**src/rtl/scoreboard_ctrl.sv**
```systemverilog
// scoreboard_ctrl: register pending-write scoreboard and issue/stall control for decode.
// Ports: i_clk/i_rstn, decode request (i_id_*), i_ex_stall, i_flush, writeback (i_wb_*),
//        o_issue/o_stall (comb), o_pending/o_empty/o_drain/o_stall_cycles (registered state).
module scoreboard_ctrl #(
    parameter int NREG = 32,
    parameter int CNTW = 16
) (
    input  logic            i_clk,
    input  logic            i_rstn,
    input  logic            i_id_valid,
    input  logic [4:0]      i_id_rs1,
    input  logic [4:0]      i_id_rs2,
    input  logic [4:0]      i_id_rd,
    input  logic            i_id_use_rs1,
    input  logic            i_id_use_rs2,
    input  logic            i_id_regwrite,
    input  logic            i_id_serialize,
    input  logic            i_ex_stall,
    input  logic            i_flush,
    input  logic            i_wb_en,
    input  logic [4:0]      i_wb_rd,
    output logic            o_issue,
    output logic            o_stall,
    output logic [NREG-1:0] o_pending,
    output logic            o_empty,
    output logic            o_drain,
    output logic [CNTW-1:0] o_stall_cycles
);

    typedef enum logic {RUN = 1'b0, DRAIN = 1'b1} state_e;

    state_e          state_q, state_d;
    logic [NREG-1:0] pending_q, pending_d;
    logic [CNTW-1:0] cnt_q, cnt_d;

    logic [NREG-1:0] rs1_oh, rs2_oh, rd_oh, wb_oh;
    logic [NREG-1:0] eff_pending;
    logic            raw, waw, ser_ok;

    // One-hot decodes; bit 0 never matters since pending bit 0 is held at 0.
    always_comb begin
        rs1_oh = '0;
        rs2_oh = '0;
        rd_oh  = '0;
        wb_oh  = '0;
        for (int i = 1; i < NREG; i++) begin
            rs1_oh[i] = (int'(i_id_rs1) == i);
            rs2_oh[i] = (int'(i_id_rs2) == i);
            rd_oh[i]  = (int'(i_id_rd) == i);
            wb_oh[i]  = i_wb_en && (int'(i_wb_rd) == i);
        end
    end

    // A writeback landing this cycle already releases its register for decode.
    assign eff_pending = pending_q & ~wb_oh;

    assign raw    = (i_id_use_rs1 && |(eff_pending & rs1_oh))
                 || (i_id_use_rs2 && |(eff_pending & rs2_oh));
    assign waw    = i_id_regwrite && |(eff_pending & rd_oh);
    assign ser_ok = !i_id_serialize || (eff_pending == '0);

    assign o_issue = i_id_valid && !i_flush && !i_ex_stall
                  && !raw && !waw && ser_ok;
    assign o_stall = i_id_valid && !i_flush && !o_issue;

    // Clear from writeback first, then set from issue so a same-cycle set wins.
    always_comb begin
        pending_d = pending_q & ~wb_oh;
        if (o_issue && i_id_regwrite) begin
            pending_d = pending_d | rd_oh;
        end
        pending_d[0] = 1'b0;
    end

    always_comb begin
        cnt_d = cnt_q;
        if (o_stall && (cnt_q != '1)) begin
            cnt_d = cnt_q + CNTW'(1);
        end
    end

    always_ff @(posedge i_clk or negedge i_rstn) begin
        if (!i_rstn) begin
            pending_q <= '0;
            cnt_q     <= '0;
        end else begin
            pending_q <= pending_d;
            cnt_q     <= cnt_d;
        end
    end

    // FSM: state register
    always_ff @(posedge i_clk or negedge i_rstn) begin
        if (!i_rstn) begin
            state_q <= RUN;
        end else begin
            state_q <= state_d;
        end
    end

    // FSM: next state
    always_comb begin
        state_d = state_q;
        unique case (state_q)
            RUN: begin
                if (i_id_valid && i_id_serialize && !i_flush && !o_issue) begin
                    state_d = DRAIN;
                end
            end
            DRAIN: begin
                if (o_issue || i_flush || !i_id_valid) begin
                    state_d = RUN;
                end
            end
            default: state_d = RUN;
        endcase
    end

    // FSM: outputs
    always_comb begin
        o_drain = (state_q == DRAIN);
    end

    assign o_pending      = pending_q;
    assign o_empty        = (pending_q == '0);
    assign o_stall_cycles = cnt_q;

endmodule

```
**config.mk**
```make
export PLATFORM = sky130hd
export DESIGN_NAME = scoreboard_ctrl
export DESIGN_NICKNAME = d
export VERILOG_FILES = /design/src/rtl/scoreboard_ctrl.sv
export SDC_FILE = /design/constraint.sdc
export NUM_CORES = 1
export LEC_CHECK = 0
export CAP_MARGIN = 20
export CORE_UTILIZATION = 45
export CTS_BUF_LIST = sky130_fd_sc_hd__clkbuf_4 sky130_fd_sc_hd__clkbuf_8 sky130_fd_sc_hd__clkbuf_16
export CTS_CLUSTER_SIZE = 40
export DETAILED_ROUTE_END_ITERATION = 8
export PLACE_DENSITY = 0.76
export SYNTH_ARGS = -nofsm -noshare
export SYNTH_HDL_FRONTEND = slang
export SYNTH_SLANG_ARGS = --single-unit
```
**constraint.sdc**
```tcl
create_clock -name i_clk -period 3.7 [get_ports i_clk]
set_input_delay 0.74 -clock i_clk [delete_from_list [all_inputs] [get_ports i_clk]]
set_output_delay 0.74 -clock i_clk [all_outputs]
set_load 0.01 [all_outputs]
```
# --- Word level (Yosys, flattened, before mapping) ---
# Index checks and enable logic that the tools add are counted.
op_classes:
  addsub: 1
  eq_ne: 125
  muxes: 4
  bitwise_logic: 7
  reduce_logical: 61
ops:
  columns: ["op", "count"]
  rows:
  - ["$eq A5 B5 Y1 const B", 64]
  - ["$eq A5 B4 Y1 const B", 32]
  - ["$and A32 B32 Y32", 4]
  - ["$reduce_or A32 Y1", 3]
  - ["$eq A5 B3 Y1 const B", 16]
  - ["$logic_not A32 Y1", 2]
  - ["$logic_and A1 B1 Y1", 45]
  - ["$eq A5 B2 Y1 const B", 8]
  - ["$mux W32", 1]
  - ["$not A32 Y32", 1]
  - ["$or A32 B32 Y32", 1]
  - ["$eq A5 B1 Y1 const B", 4]
  - ["$add A16 B1 Y16 const B", 1]
  - ["$ne A16 B16 Y1 const B", 1]
  - ["$logic_not A1 Y1", 7]
  - ["$logic_or A1 B1 Y1", 4]
  - ["$mux W1", 2]
  - ["$pmux W1 S2", 1]
  - ["$not A1 Y1", 1]
word_totals:
  ff_bits: 48
  input_bits: 30
  output_inout_bits: 52
  elab_cells: 201

# --- Depth between registers and ports, before layout ---
# Gate-level depths: netlist of the first run.
depth:
  depth_word: 16
  depth_mapped: 12
  mapped_depth_nobuf: 9

# --- Worst setup path before layout of the first run ---
# OpenSTA, ideal clock, no wires.
synth_timing:
  path_kind: "input port to output port"
  start: "in i_wb_rd[0]"
  end: "out o_issue"
  t_arrival_ns: 2.858
  required_time_ns: 2.960
  setup_slack_ns: 0.102
  cell_stages: 10
  n_path_buf: 2
  path_cell_list: "or4b_4 -> o21ai_2 -> nor4_1 -> nor4_1 -> nand4_1 -> o41ai_1 -> nand4_1 -> buf_2 -> clkbuf_1 -> inv_1"
synth_via:
  elab_chain_len: 12
  word_cells_on_any_way: 81
  cone_classes: "31 x eq/ne; 5 x bitwise; 45 x reduce/logical"
synth_lines:
  columns: ["element", "line", "rtl"]
  rows:
  - ["start, declared", "21", "input logic [4:0] i_wb_rd,"]
  - ["$eq A5 B2 Y1, or another cell as far along", "50", "wb_oh[i] = i_wb_en && (int'(i_wb_rd) == i);"]
  - ["$logic_and A1 B1 Y1", "50", null]
  - ["$not A32 Y32 *", "55", "assign eff_pending = pending_q & ~wb_oh;"]
  - ["$and A32 B32 Y32 *", "55", null]
  - ["$and A32 B32 Y32 (on tied branches)", "57, 58", null]
  - ["$reduce_or A32 Y1 (on tied branches)", "57, 58", null]
  - ["$logic_and A1 B1 Y1 (on tied branches)", "57, 58", null]
  - ["$logic_or A1 B1 Y1", "58", "|| (i_id_use_rs2 && |(eff_pending & rs2_oh));"]
  - ["$logic_not A1 Y1", "63", "&& !raw && !waw && ser_ok;"]
  - ["$logic_and A1 B1 Y1 (2 in a row)", "63", null]
  - ["$logic_and A1 B1 Y1 *", "63", null]
  - ["end, declared", "22", "output logic o_issue,"]
# Mark *: on every way between the ends. The rest lies on a longest branch, timed or not.

# --- Worst setup path after layout of the first run ---
# Same ends and word-level chain as after synthesis.

==> metrics, run 1 <==
clock root buffer=clkbuf_8; core area=about 7300 sq um; clk_lat worst skew=roughly 0.32 ns; crit path buf inv count=5; Post-synth EDFFs=0; drc violations=0; antenna cells=0; Synth Register Bits=48; Setup CP Type=input port to output pin; worst slack, placed=-1.146 ns; Post-Synthesis Cell Area=3416 sq um; P per Cell Area=roughly 300 nW/um^2; CP arrival=roughly 3.1 ns; share of layout cells above drive strength 1=between 30% and 40%; grt ovf=0; min cycle time layout=3.789 ns; ANT nets after route=0; io pins=82; Rows=31; Worst path max stage delay=0.61 ns; Seq/Total Area, Yosys=between 30% and 40%; Sw Ratio=32.59%; Setup crit end kind=output pin; most common cell after layout, fill and taps aside=buf_4; TritonCTS Buffers=5; Clock Skews=~0.011 ns; Logic pwr share=35.8%; Mapped Cells=422; Max VDD drop=about 0.36 mV; post-synthesis async set-or-reset flop share=100.0%; global-route wire length before repair=approximately 24000 um; status=complete, but fails checks; area grow syn2layout=66.48%; RSZ-0062 raised after global routing=yes; Worst path top cell family by delay=simple AND/OR/NAND/NOR gates; Pre-antenna DRT Iters=5; vias in the first global route=4479; DR WL/cell=between 20 and 25 um; routed vias/inst=roughly 6.4; total number of vias=4640; Worst path slowest cell=or4b_4; failing checks=negative setup slack; Slew Limit Fails=0; Die Height=89.13 um; MaxCap Viol Count=0; maximum number of pins on one net before global-route repair=49; Final Setup Violations=2; most used cell, CP=buf_6; Initial DRC Count=around 450; commonest non-fill, non-tap cells in the layout=131 x buf_4, 70 x clkdlybuf4s50_1, 48 x dfrtp_1, 31 x o21ai_0; Seq pwr share=between 30% and 40%; Clock transition at path regs=0.09 ns; Final Hold Vio Count=0; H-tree depth=2; Final Worst Setup Slack=-0.08931 ns; Die ar.=between 7000 and 8000 sq um; fmax=between 200 and 300 MHz; Avg Cell Area, Syn=roughly 8.1 sq um; RD Place Congestion=1.002; internal power=around 1.2 mW; final net count=between 600 and 700; Synth Flop Type=dfrtp_1; net load switching power=between 0.5 and 0.6 mW; Tot GR Track Use=around two fifths; Post-Route WL=around 16000 um; critical path launch point type=input port; Clock Path Buffers=2; Leak=between 2 and 2.5 nW; clock share of power=between 20% and 30%; CP max FO=3; Hold Path Class=input port to asynchronous set/reset pin; hold buffers post-CTS=0; IO Port Bufs=80; Unique masters post-synth=between 50 and 60; CTS tree=done; WP data required=a little under 3 ns; count of clock tree sinks=48; total power=about 1.7 mW; worst path cell trace=buf_6 > or4b_4 > o21ai_4 > buf_6 > nor3_4 > nor3_2 > nand4_1 > o41ai_2 > nand4_1 > buf_4 > inv_2 > buf_6; Die Span X=slightly below 90 um; Synthesized Nets=around 450; Yosys warning total=0; Final Cycle Share=102.4%; Initial Utilization=46.84%; initial antenna violation count=0; post-DP HPWL=roughly 11000 um
[synth_stat cells, types with 2 or more instances]
cell type   n  area, sq um
clkbuf_1   22        82.58
a21oi_1     7        35.03
nand2b_1   14        87.58
buf_2       2        10.01
a32oi_1     2        17.52
nand4_1    21        131.4
mux2_2      3        33.78
o22ai_1    13        81.33
inv_1       4        15.01
o2111ai_1   5        43.79
nand4b_1    6        52.55
o21ai_0    48        240.2
o21ai_2     3        26.28
and2_1      3        18.77
or2_1       2        12.51
o21ai_1    11        55.05
dfrtp_1    48         1201
nor4_1     26        162.7
or3_1       3        18.77
nor3b_1     3        22.52
o31ai_1     5        37.54
and3_1     13        81.33
o41ai_1     2        17.52
nor4b_1     2        17.52
nor2_1     23        86.33
nand3_1    25        125.1
nor3_1     19        95.09
nand4bb_1   3        33.78
mux2i_1     4        40.04
nand2_1    26        97.59
or2_2       6        37.54
nor2b_1     7        43.79
a22oi_1     2        15.01
o32ai_1     5        43.79
xnor2_1    13        113.9
or3b_2      3        26.28
o221ai_1    2        17.52
o311ai_0    2        17.52
nand3b_1    2        15.01
[registers in the layout, indices dropped and copies added (netlist names)]
register        flops
o_drain             1
o_pending          31
o_stall_cycles     16
[logic make-up (layout without fill, tap and decap cells)]
group	Yosys count	after routing	share of synthesized area, %
other	1	1	0.1098
adders and majority gates	1	1	0.3662
DFF	48	48	35.16
and+or+nand+nor	211	211	35.35
buffers and inverters	29	231	3.370
AOI/OAI and AO/OA	112	112	20.15
xor gates and xnor gates	13	13	3.333
muxes	7	7	2.161
[worst reg2reg max path, stage by stage (launching register included)]
cell	delay (ns)
dfrtp_1	0.45
o21ai_2	0.11
buf_4	0.16
nor3_1	0.05
nor4_1	0.30
nand4_1	0.15
o41ai_2	0.37
nand4_1	0.18
buf_4	0.18
buf_4	0.13
buf_4	0.19
or2_2	0.39
o21ai_0	0.24
[final timing paths]
| kind | start | end | slack, ns | cells past startpoint |
|---|---|---|---|---|
| setup / recovery | i_wb_rd[0] | o_issue | -0.09 | 12 |
| hold / removal | i_rstn | o_pending[21]$_DFF_PN0_ | 0.27 | 1 |
| setup reg to reg | o_pending[22]$_DFF_PN0_ | o_pending[26]$_DFF_PN0_ | 0.71 | 12 |
| hold reg to reg | o_stall_cycles[13]$_DFFE_PN0P_ | o_stall_cycles[13]$_DFFE_PN0P_ | 0.50 | 1 |
| max in group asynchronous | i_rstn | o_stall_cycles[0]$_DFFE_PN0P_ | 2.94 | 2 |
| min in group i_clk | o_stall_cycles[13]$_DFFE_PN0P_ | o_stall_cycles[13]$_DFFE_PN0P_ | 0.50 | 1 |
[per-layer routing]
layer	wire length, um	global-route usage (%)	share of wire (%)
met4	945	21.93	5.9
met1	6109	49.28	38
met5	0	0	0
met2	7344	66.83	46
met3	1593	8.680	10
[power by group through the flow]
stage	Sequential (mW)	Combinational [mW]	Clock [mW]
4_1_cts	0.633	0.587	0.472
2_1_floorplan	0.650	0.194	0
6_report	0.639	0.619	0.471
3_3_place_gp	0.637	0.547	0
3_5_place_dp	0.641	0.557	0
5_1_grt	0.644	0.652	0.490
[through the flow]
stage                     util (%)  instances  cell area, sq um  hold slack, ns  setup TNS (ns)
after floorplan                  -        422              3416          0.4444               0
after global placement       71.47        701              5211          0.4699          -26.02
after detailed placement     71.47        701              5211          0.4801          -30.05
after CTS                    76.25        719              5560          0.4996         -0.1879
after global routing         77.99        723              5687          0.2867         -0.2812
final                        77.99        723              5687          0.2729         -0.1781
[final cells by class]
type | count | area, sq um
sequential | 48 | 1201
tap | 99 | 123.9
fill | 509 | 1605
inverter | 4 | 15.01
multi-input combinational | 345 | 2298
clock inverter | 3 | 68.82
clock buffer | 5 | 68.82
timing repair buffer | 219 | 1911
[repair_timing]
action,in CTS,in global routing
gates resized for setup,75,29
pin swaps,18,20
endpoints found under the hold margin,0,0
setup endpoints to repair,47,35
buffers inserted,11,3
(Power assumes the default switching activity.)
==> inputs of run 2 (changes only) <==
--- a/config.mk
+++ b/config.mk
@@ -7,7 +7,6 @@
 export LEC_CHECK = 0
 export CAP_MARGIN = 20
 export CORE_UTILIZATION = 45
-export CTS_BUF_LIST = sky130_fd_sc_hd__clkbuf_4 sky130_fd_sc_hd__clkbuf_8 sky130_fd_sc_hd__clkbuf_16
 export CTS_CLUSTER_SIZE = 40
 export DETAILED_ROUTE_END_ITERATION = 8
 export PLACE_DENSITY = 0.76
==> results of run 2 <==
The final DEF is identical to that of run 1; final timing and power are the same.
